## src/rtl/seg7_reader.sv

```systemverilog
// seg7_reader: recovers BCD digits from a multiplexed active-low
// 7-segment bus and emits one packed HH:MM word per complete frame.
module seg7_reader #(
  parameter int STABLE = 4
) (
  input  logic        CLK,
  input  logic        RST,
  input  logic [6:0]  nSEG,
  input  logic [3:0]  nDIG,
  input  logic        CLR,
  output logic [15:0] DOUT,
  output logic [3:0]  BLANK,
  output logic        VALID,
  output logic        ERR
);

  localparam logic [1:0] WAIT0 = 2'd0;
  localparam logic [1:0] SCAN  = 2'd1;
  localparam logic [1:0] DONE  = 2'd2;
  localparam logic [7:0] STB   = 8'(STABLE);

  logic [6:0]  segS1, segS2, segP;
  logic [3:0]  digS1, digS2, digP;
  logic [7:0]  cnt, cntNxt;
  logic        used, usedNxt;
  logic        idle, multi, oneHot, change, accept;
  logic [3:0]  code, selBit, newMask;
  logic        isBlank, isValid;
  logic [1:0]  idx;
  logic [1:0]  state;
  logic [3:0]  mask;
  logic [15:0] shadow;
  logic [3:0]  shBlank;

  always_ff @(posedge CLK or posedge RST) begin
    if (RST) begin
      segS1 <= '1;
      segS2 <= '1;
      digS1 <= '1;
      digS2 <= '1;
    end else begin
      segS1 <= nSEG;
      segS2 <= segS1;
      digS1 <= nDIG;
      digS2 <= digS1;
    end
  end

  assign idle   = &digS2;
  assign multi  = !idle && (((~digS2) & ((~digS2) - 4'd1)) != 4'd0);
  assign oneHot = !idle && !multi;
  assign change = {digS2, segS2} != {digP, segP};

  always_comb begin
    cntNxt  = cnt;
    usedNxt = used;
    if (!oneHot) begin
      cntNxt  = 8'd0;
      usedNxt = 1'b0;
    end else if (change) begin
      cntNxt  = 8'd1;
      usedNxt = 1'b0;
    end else if (cnt < STB) begin
      cntNxt = cnt + 8'd1;
    end
  end

  assign accept = oneHot && (cntNxt == STB) && !usedNxt;

  always_comb begin
    idx = 2'd0;
    if (oneHot) begin
      unique case (1'b1)
        !digS2[0]: idx = 2'd0;
        !digS2[1]: idx = 2'd1;
        !digS2[2]: idx = 2'd2;
        !digS2[3]: idx = 2'd3;
        default:   idx = 2'd0;
      endcase
    end
  end

  always_comb begin
    code    = 4'd0;
    isBlank = 1'b0;
    isValid = 1'b1;
    case (segS2)
      7'b1000000: code = 4'd0;
      7'b1111001: code = 4'd1;
      7'b0100100: code = 4'd2;
      7'b0110000: code = 4'd3;
      7'b0011001: code = 4'd4;
      7'b0010010: code = 4'd5;
      7'b0000010: code = 4'd6;
      7'b1011000: code = 4'd7;
      7'b0000000: code = 4'd8;
      7'b0010000: code = 4'd9;
      7'b1111111: isBlank = 1'b1;
      default:    isValid = 1'b0;
    endcase
  end

  assign selBit  = 4'b0001 << idx;
  assign newMask = mask | selBit;

  always_ff @(posedge CLK or posedge RST) begin
    if (RST) begin
      digP    <= '1;
      segP    <= '1;
      cnt     <= '0;
      used    <= 1'b0;
      state   <= WAIT0;
      mask    <= '0;
      shadow  <= '0;
      shBlank <= '0;
      DOUT    <= '0;
      BLANK   <= '0;
      VALID   <= 1'b0;
      ERR     <= 1'b0;
    end else begin
      digP  <= digS2;
      segP  <= segS2;
      cnt   <= cntNxt;
      used  <= usedNxt | accept;
      VALID <= 1'b0;
      if (multi || (accept && !isValid)) ERR <= 1'b1;
      else if (CLR)                      ERR <= 1'b0;
      // Write the shadow only where the frame FSM is listening
      if (accept && isValid &&
          ((state == SCAN) || (state == WAIT0 && idx == 2'd0))) begin
        shadow[{idx, 2'b00} +: 4] <= isBlank ? 4'd0 : code;
        shBlank[idx]              <= isBlank;
      end
      case (state)
        WAIT0: begin
          if (accept && isValid && idx == 2'd0) begin
            mask  <= 4'b0001;
            state <= SCAN;
          end
        end
        SCAN: begin
          if (accept && isValid) begin
            if (idx == 2'd0) begin
              mask <= 4'b0001;
            end else begin
              mask <= newMask;
              if (newMask == 4'b1111) state <= DONE;
            end
          end
        end
        DONE: begin
          DOUT  <= shadow;
          BLANK <= shBlank;
          VALID <= 1'b1;
          mask  <= '0;
          state <= WAIT0;
        end
        default: state <= WAIT0;
      endcase
    end
  end

endmodule

```

## config.mk

```make
export PLATFORM = sky130hd
export DESIGN_NAME = seg7_reader
export DESIGN_NICKNAME = d
export VERILOG_FILES = /design/src/rtl/seg7_reader.sv
export SDC_FILE = /design/constraint.sdc
export NUM_CORES = 1
export LEC_CHECK = 0
export ABC_AREA = 1
export CORE_MARGIN = 2
export CORE_UTILIZATION = 35
export CTS_CLUSTER_DIAMETER = 120
export CTS_CLUSTER_SIZE = 8
export DETAILED_ROUTE_END_ITERATION = 10
export HOLD_SLACK_MARGIN = 0.1
export PLACE_DENSITY = 0.53
export SETUP_SLACK_MARGIN = 0.2
export SYNTH_ARGS = -nofsm -noshare
export SYNTH_HDL_FRONTEND = slang
export SYNTH_SLANG_ARGS = --single-unit
```

## constraint.sdc

```tcl
create_clock -name CLK -period 2.9 [get_ports CLK]
set_input_delay 0.435 -clock CLK [delete_from_list [all_inputs] [get_ports CLK]]
set_output_delay 0.435 -clock CLK [all_outputs]
set_load 0.005 [all_outputs]
```

== After elaboration in Yosys (flattened, before gate mapping) ==
Cells that the tools add are included.
Word-level totals
  flip-flop bits (word level): 90
  input port bits: 14
  output and inout port bits: 22
  logic and storage cells: 104
Operators by class
  add/sub/neg operators: 3
  $lt $le $gt $ge: 3
  equal/unequal tests: 19
  shift operators: 3
  mux-type cells: 27
  bitwise logic cells: 4
  reduce and logical (&&, ||, !) cells: 29
Operators with widths (number)
  $pmux W4 S9: 1
  $eq A7 B7 Y1 const B: 4
  $mux W8: 3
  $eq A7 B5 Y1 const B: 3
  $bwmux W16: 1
  $mux W4: 4
  $shift A4 B6 Y16 const A: 1
  $shiftx A4 B6 Y16: 1
  $eq A7 B6 Y1 const B: 2
  $pmux W4 S3: 1
  $ne A11 B11 Y1: 1
  $reduce_or A11 Y1: 1
  $logic_and A1 B1 Y1: 10
  $mux W2: 5
  $add A8 B1 Y8 const B: 1
  $eq A8 B3 Y1 const B: 1
  $lt A8 B3 Y1 const B: 1
  $mux W1: 8
  $reduce_and A4 Y1: 2
  $eq A7 B2 Y1 const B: 1
  $logic_not A1 Y1: 7
  $logic_not A7 Y1: 1
  $neg A4 Y6: 1
  $pmux W2 S3: 1
  22 further kinds: 26

== Longest topological paths before layout ==
  depth after elaboration: 15
  gate-level depth with buffers: 17
  depth with buffers taken out: 16

== Worst setup path after synthesis ==
OpenSTA, ideal clock, no wires.
  path kind: flip-flop to flip-flop
  start: register digS2[1]
  end: register state[1]
  setup time: 117 ps
  data arrival time: 2540 ps
  data required time: 2783 ps
  setup slack: 243 ps
  stages on the path, launching flop included: 18
  path buffers: 1
  period minus slack after synthesis: 2657 ps
  path through: dfstp_2 -> nand2_1 -> nor2_1 -> nor2_1 -> nor2_4 -> inv_1 -> a21oi_2 -> inv_2 -> ha_1 -> clkbuf_1 -> inv_1 -> o21ai_0 -> nor3_1 -> nand4_1 -> nand2_1 -> nand2_1 -> nand2_1 -> nand2_1
Between the ends
  cells in the longest elaborated chain, start to end: 15
  elaborated cells on any way between the ends: 32
  those cells by class: 1 x add/sub; 7 x eq/ne; 1 x shift; 6 x mux; 3 x bitwise; 14 x reduce/logical
Ends and longest elaborated chain
  from (decl): RTL line 23  | logic [3:0] digS1, digS2, digP;
  from (signal assigned): RTL line 45  | digS2 <= digS1;
  $not A4 Y4: RTL line 50  | assign multi = !idle && (((~digS2) & ((~digS2) - 4'd1)) != 4'd0);
  $sub A4 B1 Y4: RTL line 50
  $and A4 B4 Y4: RTL line 50
  $reduce_bool A4 Y1: RTL line 50
  $logic_and A1 B1 Y1: RTL line 50
  $logic_not A1 Y1: RTL line 51  | assign oneHot = !idle && !multi;
  $logic_and A1 B1 Y1: RTL line 51
  $mux W8: RTL line 57  | if (!oneHot) begin
  $eq A8 B3 Y1: RTL line 68  | assign accept = oneHot && (cntNxt == STB) && !usedNxt;
  $logic_and A1 B1 Y1 (2 in a row): RTL line 68
  $logic_and A1 B1 Y1: RTL line 136, 142
  $logic_and A1 B1 Y1: RTL line 136  | if (accept && isValid && idx == 2'd0) begin
  $ne A2 B1 Y1 (no source line)
  $reduce_and A4 Y1 (no source line) *
  to (signal assigned): RTL line 138  | state <= SCAN;
  to (signal assigned): RTL line 147  | if (newMask == 4'b1111) state <= DONE;
  to (signal assigned): RTL line 156  | state <= WAIT0;
  to (decl): RTL line 30  | logic [1:0] state;
Mark *: on every way between the ends. The rest lies on a longest branch, timed or not.
A chain may end at the register's enable or synchronous reset.

== Worst setup path in the final report ==
  start: register digS2[3]
  end: register shadow[3]
Between the ends
  cells in the longest elaborated chain, start to end: 13
  elaborated cells on any way between the ends: 30
  those cells by class: 2 x add/sub; 2 x eq/ne; 2 x shift; 7 x mux; 2 x bitwise; 15 x reduce/logical
Ends and longest elaborated chain
  branches (longest 13 deep; another with $neg A4 Y6)
  to (signal, indexed assignment): RTL line 131  | shadow[{idx, 2'b00} +: 4] <= isBlank ? 4'd0 : code;
  to (decl): RTL line 32  | logic [15:0] shadow;
Several ways; the timed one is not identified.

==> flow_summary_export.csv <==
group,metric,value,unit
yosys,synth_largest_area_cell,"sky130_fd_sc_hd__dfrtp_1",
drt,totalWireLength,7530,µm
finish,fillCellCount,1087,
yosys,synth_edf_count,0,
sta,finalCriticalPeriod,2430,ps
drt,drt_iter0_drc,100,
sta,finalSetupViolations,0,
finish,regArea,2290,µm²
clocking,post_cts.resized_instances,0,
placement,hpwlAfterDp,5390,µm
sta,period_utilization_post_route,0.836,
clocking,clock-root-buffer,"sky130_fd_sc_hd__clkbuf_16",
floorplanning,die-height,113,µm
floorplanning,std_cell_rows,39,
yosys,synth.ff_latch_count,90,
yosys,synthCells,425,
yosys,synth.most_common_cell,"sky130_fd_sc_hd__nand2_1",
floorplanning,start_util,0.361,
worst_setup_path,rr_endpoint,"shadow[3]",
clocking,clk_transition_reported_paths,60,ps
sta,setup_tns_after_final_layout,0,ps
floorplanning,design.portCount,36,
clocking,cts_max_level,3,
finish,final_cell_count_no_fill,618,
finish,antenna_diode_count,0,
floorplanning,core_area,11500,µm²
pwr,static-leakage-power,2.26,nW
sta,slew_violations,0,
drt,drt_pre_antenna_iters,4,
clocking,cts_tree,"built",
flow_run,cap_viol_max_count,0,
worst_setup_path,endpoint_kind,"flop",
worst_setup_path,cp.required,3130,ps
pwr,power.density_cell_area,514,nW/µm²
yosys,synthesis.area_per_instance,9.75,µm²
clocking,cts_made_buffers,9,
finish,finalNetCount,496,
global_routing,groute.usage.overall,0.131,
drt,vias,2889,
worst_setup_path,worst_setup_path_startpoint,"digS2[3]",
floorplanning,floorplan.die_area,12700,µm²
clocking,numClockSinks,90,
worst_setup_path,start_kind,"flop",
hold_path,min_path_cells,0,
clocking,clock_insertion_delay_worst_skew,340,ps
placement,gp_congestion,0.863,
clocking,post_cts.repair.setup_buffers,0,
drt,post_drt_wl_per_cell,12.2,µm
pwr,p_total,2.56,mW
worst_setup_path,r2r_slack,470,ps
yosys,commonest_cells_in_the_synthesized_netlist,"sky130_fd_sc_hd__nand2_1, sky130_fd_sc_hd__dfrtp_1, sky130_fd_sc_hd__nor2_1",
placement,placedCellCount,602,
pwr,ir_worst_vdd,270,µV
yosys,synth_flop_cell,"sky130_fd_sc_hd__dfrtp_1",
global_routing,grt_start_max_net_pins,91,
sta,clock.fmax,412,MHz
worst_setup_path,cp_data_arrival_time,2650,ps
global_routing,grt_antenna_before_repair,0,
drt,ant_nets,0,
clocking,cts_max_path_buffers,2,
finish,syn_to_final_growth,20.2,%
drt,route.detailed.vias_per_inst,4.67,
floorplanning,die-width,113,µm
drt,remaining_drc_errors,0,
sta,grt_setup_unrepaired,"false",
yosys,synth-seq-area-share,0.553,
worst_setup_path,rr_worst_depth,12,
yosys,top_post_synthesis_cells_by_area,"sky130_fd_sc_hd__dfrtp_1, sky130_fd_sc_hd__dfstp_2, sky130_fd_sc_hd__nand2_1",
finish,layout.core_utilization,0.434,
status,run_status,"finished clean",
yosys,synth_async_sr_flop_share,1.00,
sta,finalHoldViolations,0,
global_routing,vias_in_the_first_global_route,2827,
yosys,yosysWarnings,0,
global_routing,first_pass_grt_wire_length,13400,µm
finish,multiInputGateArea,1660,µm²
placement,port_buffers,35,
worst_setup_path,worst_r2r_startpoint,"digS2[3]",
clocking,cts_hold_buffers,0,
sta,timing.clock.skew,7.15,ps
global_routing,gr-total-overflow,0,
yosys,synth.net_count,451,
sta,worst-slew-pin-transition,546,ps
yosys,netlist-cell-type-count,35,
worst_setup_path,crit_path_end,"shadow[3]",
worst_setup_path,cp_max_fo,10,
yosys,synth.cell_area,4140,µm²
finish,drive_above_1_share,0.219,
hold_path,hold_path_class,"flop to flop",
yosys,synth_top_area_frac,0.344,
sta,slew-limit-headroom,0.635,
worst_setup_path,timing.setup.critical_path_class,"flop to flop",
where the power goes:
part	internal [mW]	total (mW)	switching [mW]
logic	0.0627	0.174	0.111
clock network	0.582	1.06	0.482
registers	1.30	1.32	0.0234
metrics by stage:
| step | cell area [µm²] | hold WS [ps] | setup slack [ps] |
|---|---|---|---|
| 2_1_floorplan | 4150 | 345 | 243 |
| 3_3_place_gp | 4690 | 345 | 406 |
| 3_5_place_dp | 4690 | 347 | 261 |
| 4_1_cts | 4960 | 356 | 251 |
| 5_1_grt | 4980 | 359 | 202 |
| 6_report | 4980 | 355 | 474 |
cell type report:
| type | count | area share |
|---|---|---|
| Inverter | 44 | 0.0349 |
| Clock buffer | 10 | 0.0460 |
| Clock inverter | 6 | 0.00804 |
| Tap cell | 143 | 0.0359 |
| Sequential cell | 90 | 0.461 |
| Multi-Input combinational cell | 284 | 0.333 |
| Timing Repair Buffer | 41 | 0.0819 |
cell families (layout without fill, tap and decap cells):
group                      Yosys count  in the layout  synth area share
muxes                               20             20            0.0543
AOI/OAI and AO/OA                   36             36            0.0501
DFF                                 90             90             0.553
buffers and inverters               51            101            0.0507
and+or+nand+nor                    209            209             0.240
xor gates and xnor gates             7              7            0.0148
adders and majority gates           12             12            0.0362
registers in the layout, summed over array words and instances, names as in the netlist, 2 cells and up:
register  flops
digS1         4
cnt           8
shadow       16
shBlank       4
segP          7
DOUT         16
digS2         4
segS2         7
digP          4
BLANK         4
mask          4
segS1         7
state         2
worst min-delay path by stage:
stage | startpoint | endpoint | slack [ps]
3_5_place_dp | digS1[0] | digS2[0] | 350
4_1_cts | digS1[0] | digS2[0] | 360
6_report | digS1[0] | digS2[0] | 360
2_1_floorplan | digS1[0] | digS2[0] | 350
5_1_grt | segS1[2] | segS2[2] | 360
3_3_place_gp | segS1[6] | segS2[6] | 350
routing by layer:
metal / wire (µm) / GRT usage / vias up
met3: 284 / 0.0321 / 9
met2: 3420 / 0.197 / 42
met1: 3700 / 0.182 / 1367
met4: 127 / 0.0520 / 0
met5: 0 / 0 / -
li1: - / - / 1471
layout by cell type, fill, tap and decap left out, types with 2 or more instances in the layout:
| cell type | count |
|---|---|
| sky130_fd_sc_hd__nand2_1 | 101 |
| sky130_fd_sc_hd__dfrtp_1 | 57 |
| sky130_fd_sc_hd__nor2_1 | 43 |
| sky130_fd_sc_hd__inv_1 | 39 |
| sky130_fd_sc_hd__clkdlybuf4s50_1 | 35 |
| sky130_fd_sc_hd__dfstp_2 | 33 |
| sky130_fd_sc_hd__nand3_1 | 22 |
| sky130_fd_sc_hd__mux2_2 | 20 |
| sky130_fd_sc_hd__o21ai_1 | 20 |
| sky130_fd_sc_hd__nand4_1 | 11 |
| sky130_fd_sc_hd__ha_1 | 11 |
| sky130_fd_sc_hd__clkbuf_16 | 9 |
| sky130_fd_sc_hd__nor3_1 | 7 |
| sky130_fd_sc_hd__o21ai_0 | 6 |
| sky130_fd_sc_hd__buf_4 | 5 |
| sky130_fd_sc_hd__nand2_2 | 4 |
| sky130_fd_sc_hd__nor2_4 | 4 |
| sky130_fd_sc_hd__xor2_1 | 4 |
| sky130_fd_sc_hd__nand3_4 | 4 |
| sky130_fd_sc_hd__o211ai_1 | 4 |
| sky130_fd_sc_hd__inv_2 | 3 |
| sky130_fd_sc_hd__xnor2_1 | 3 |
| sky130_fd_sc_hd__or2_2 | 3 |
| sky130_fd_sc_hd__inv_4 | 3 |
| sky130_fd_sc_hd__nor2_2 | 2 |
| sky130_fd_sc_hd__nand3_2 | 2 |
| sky130_fd_sc_hd__a21oi_1 | 2 |
| sky130_fd_sc_hd__a31oi_1 | 2 |
| sky130_fd_sc_hd__nor4_1 | 2 |
| sky130_fd_sc_hd__clkinv_4 | 2 |
| sky130_fd_sc_hd__clkinvlp_4 | 2 |
worst max-delay path, cell delays in order (launching register included):
cell	delay, ps
sky130_fd_sc_hd__dfstp_2	600
sky130_fd_sc_hd__nand2_2	80
sky130_fd_sc_hd__nor2_1	200
sky130_fd_sc_hd__nor2_4	60
sky130_fd_sc_hd__inv_1	110
sky130_fd_sc_hd__a21oi_2	60
sky130_fd_sc_hd__inv_2	140
sky130_fd_sc_hd__ha_2	240
sky130_fd_sc_hd__nand2_1	60
sky130_fd_sc_hd__nand2_1	410
sky130_fd_sc_hd__nand3_4	200
sky130_fd_sc_hd__nand2_1	90
sky130_fd_sc_hd__o21ai_1	60
Note: power is estimated with default switching activity, not from simulation.
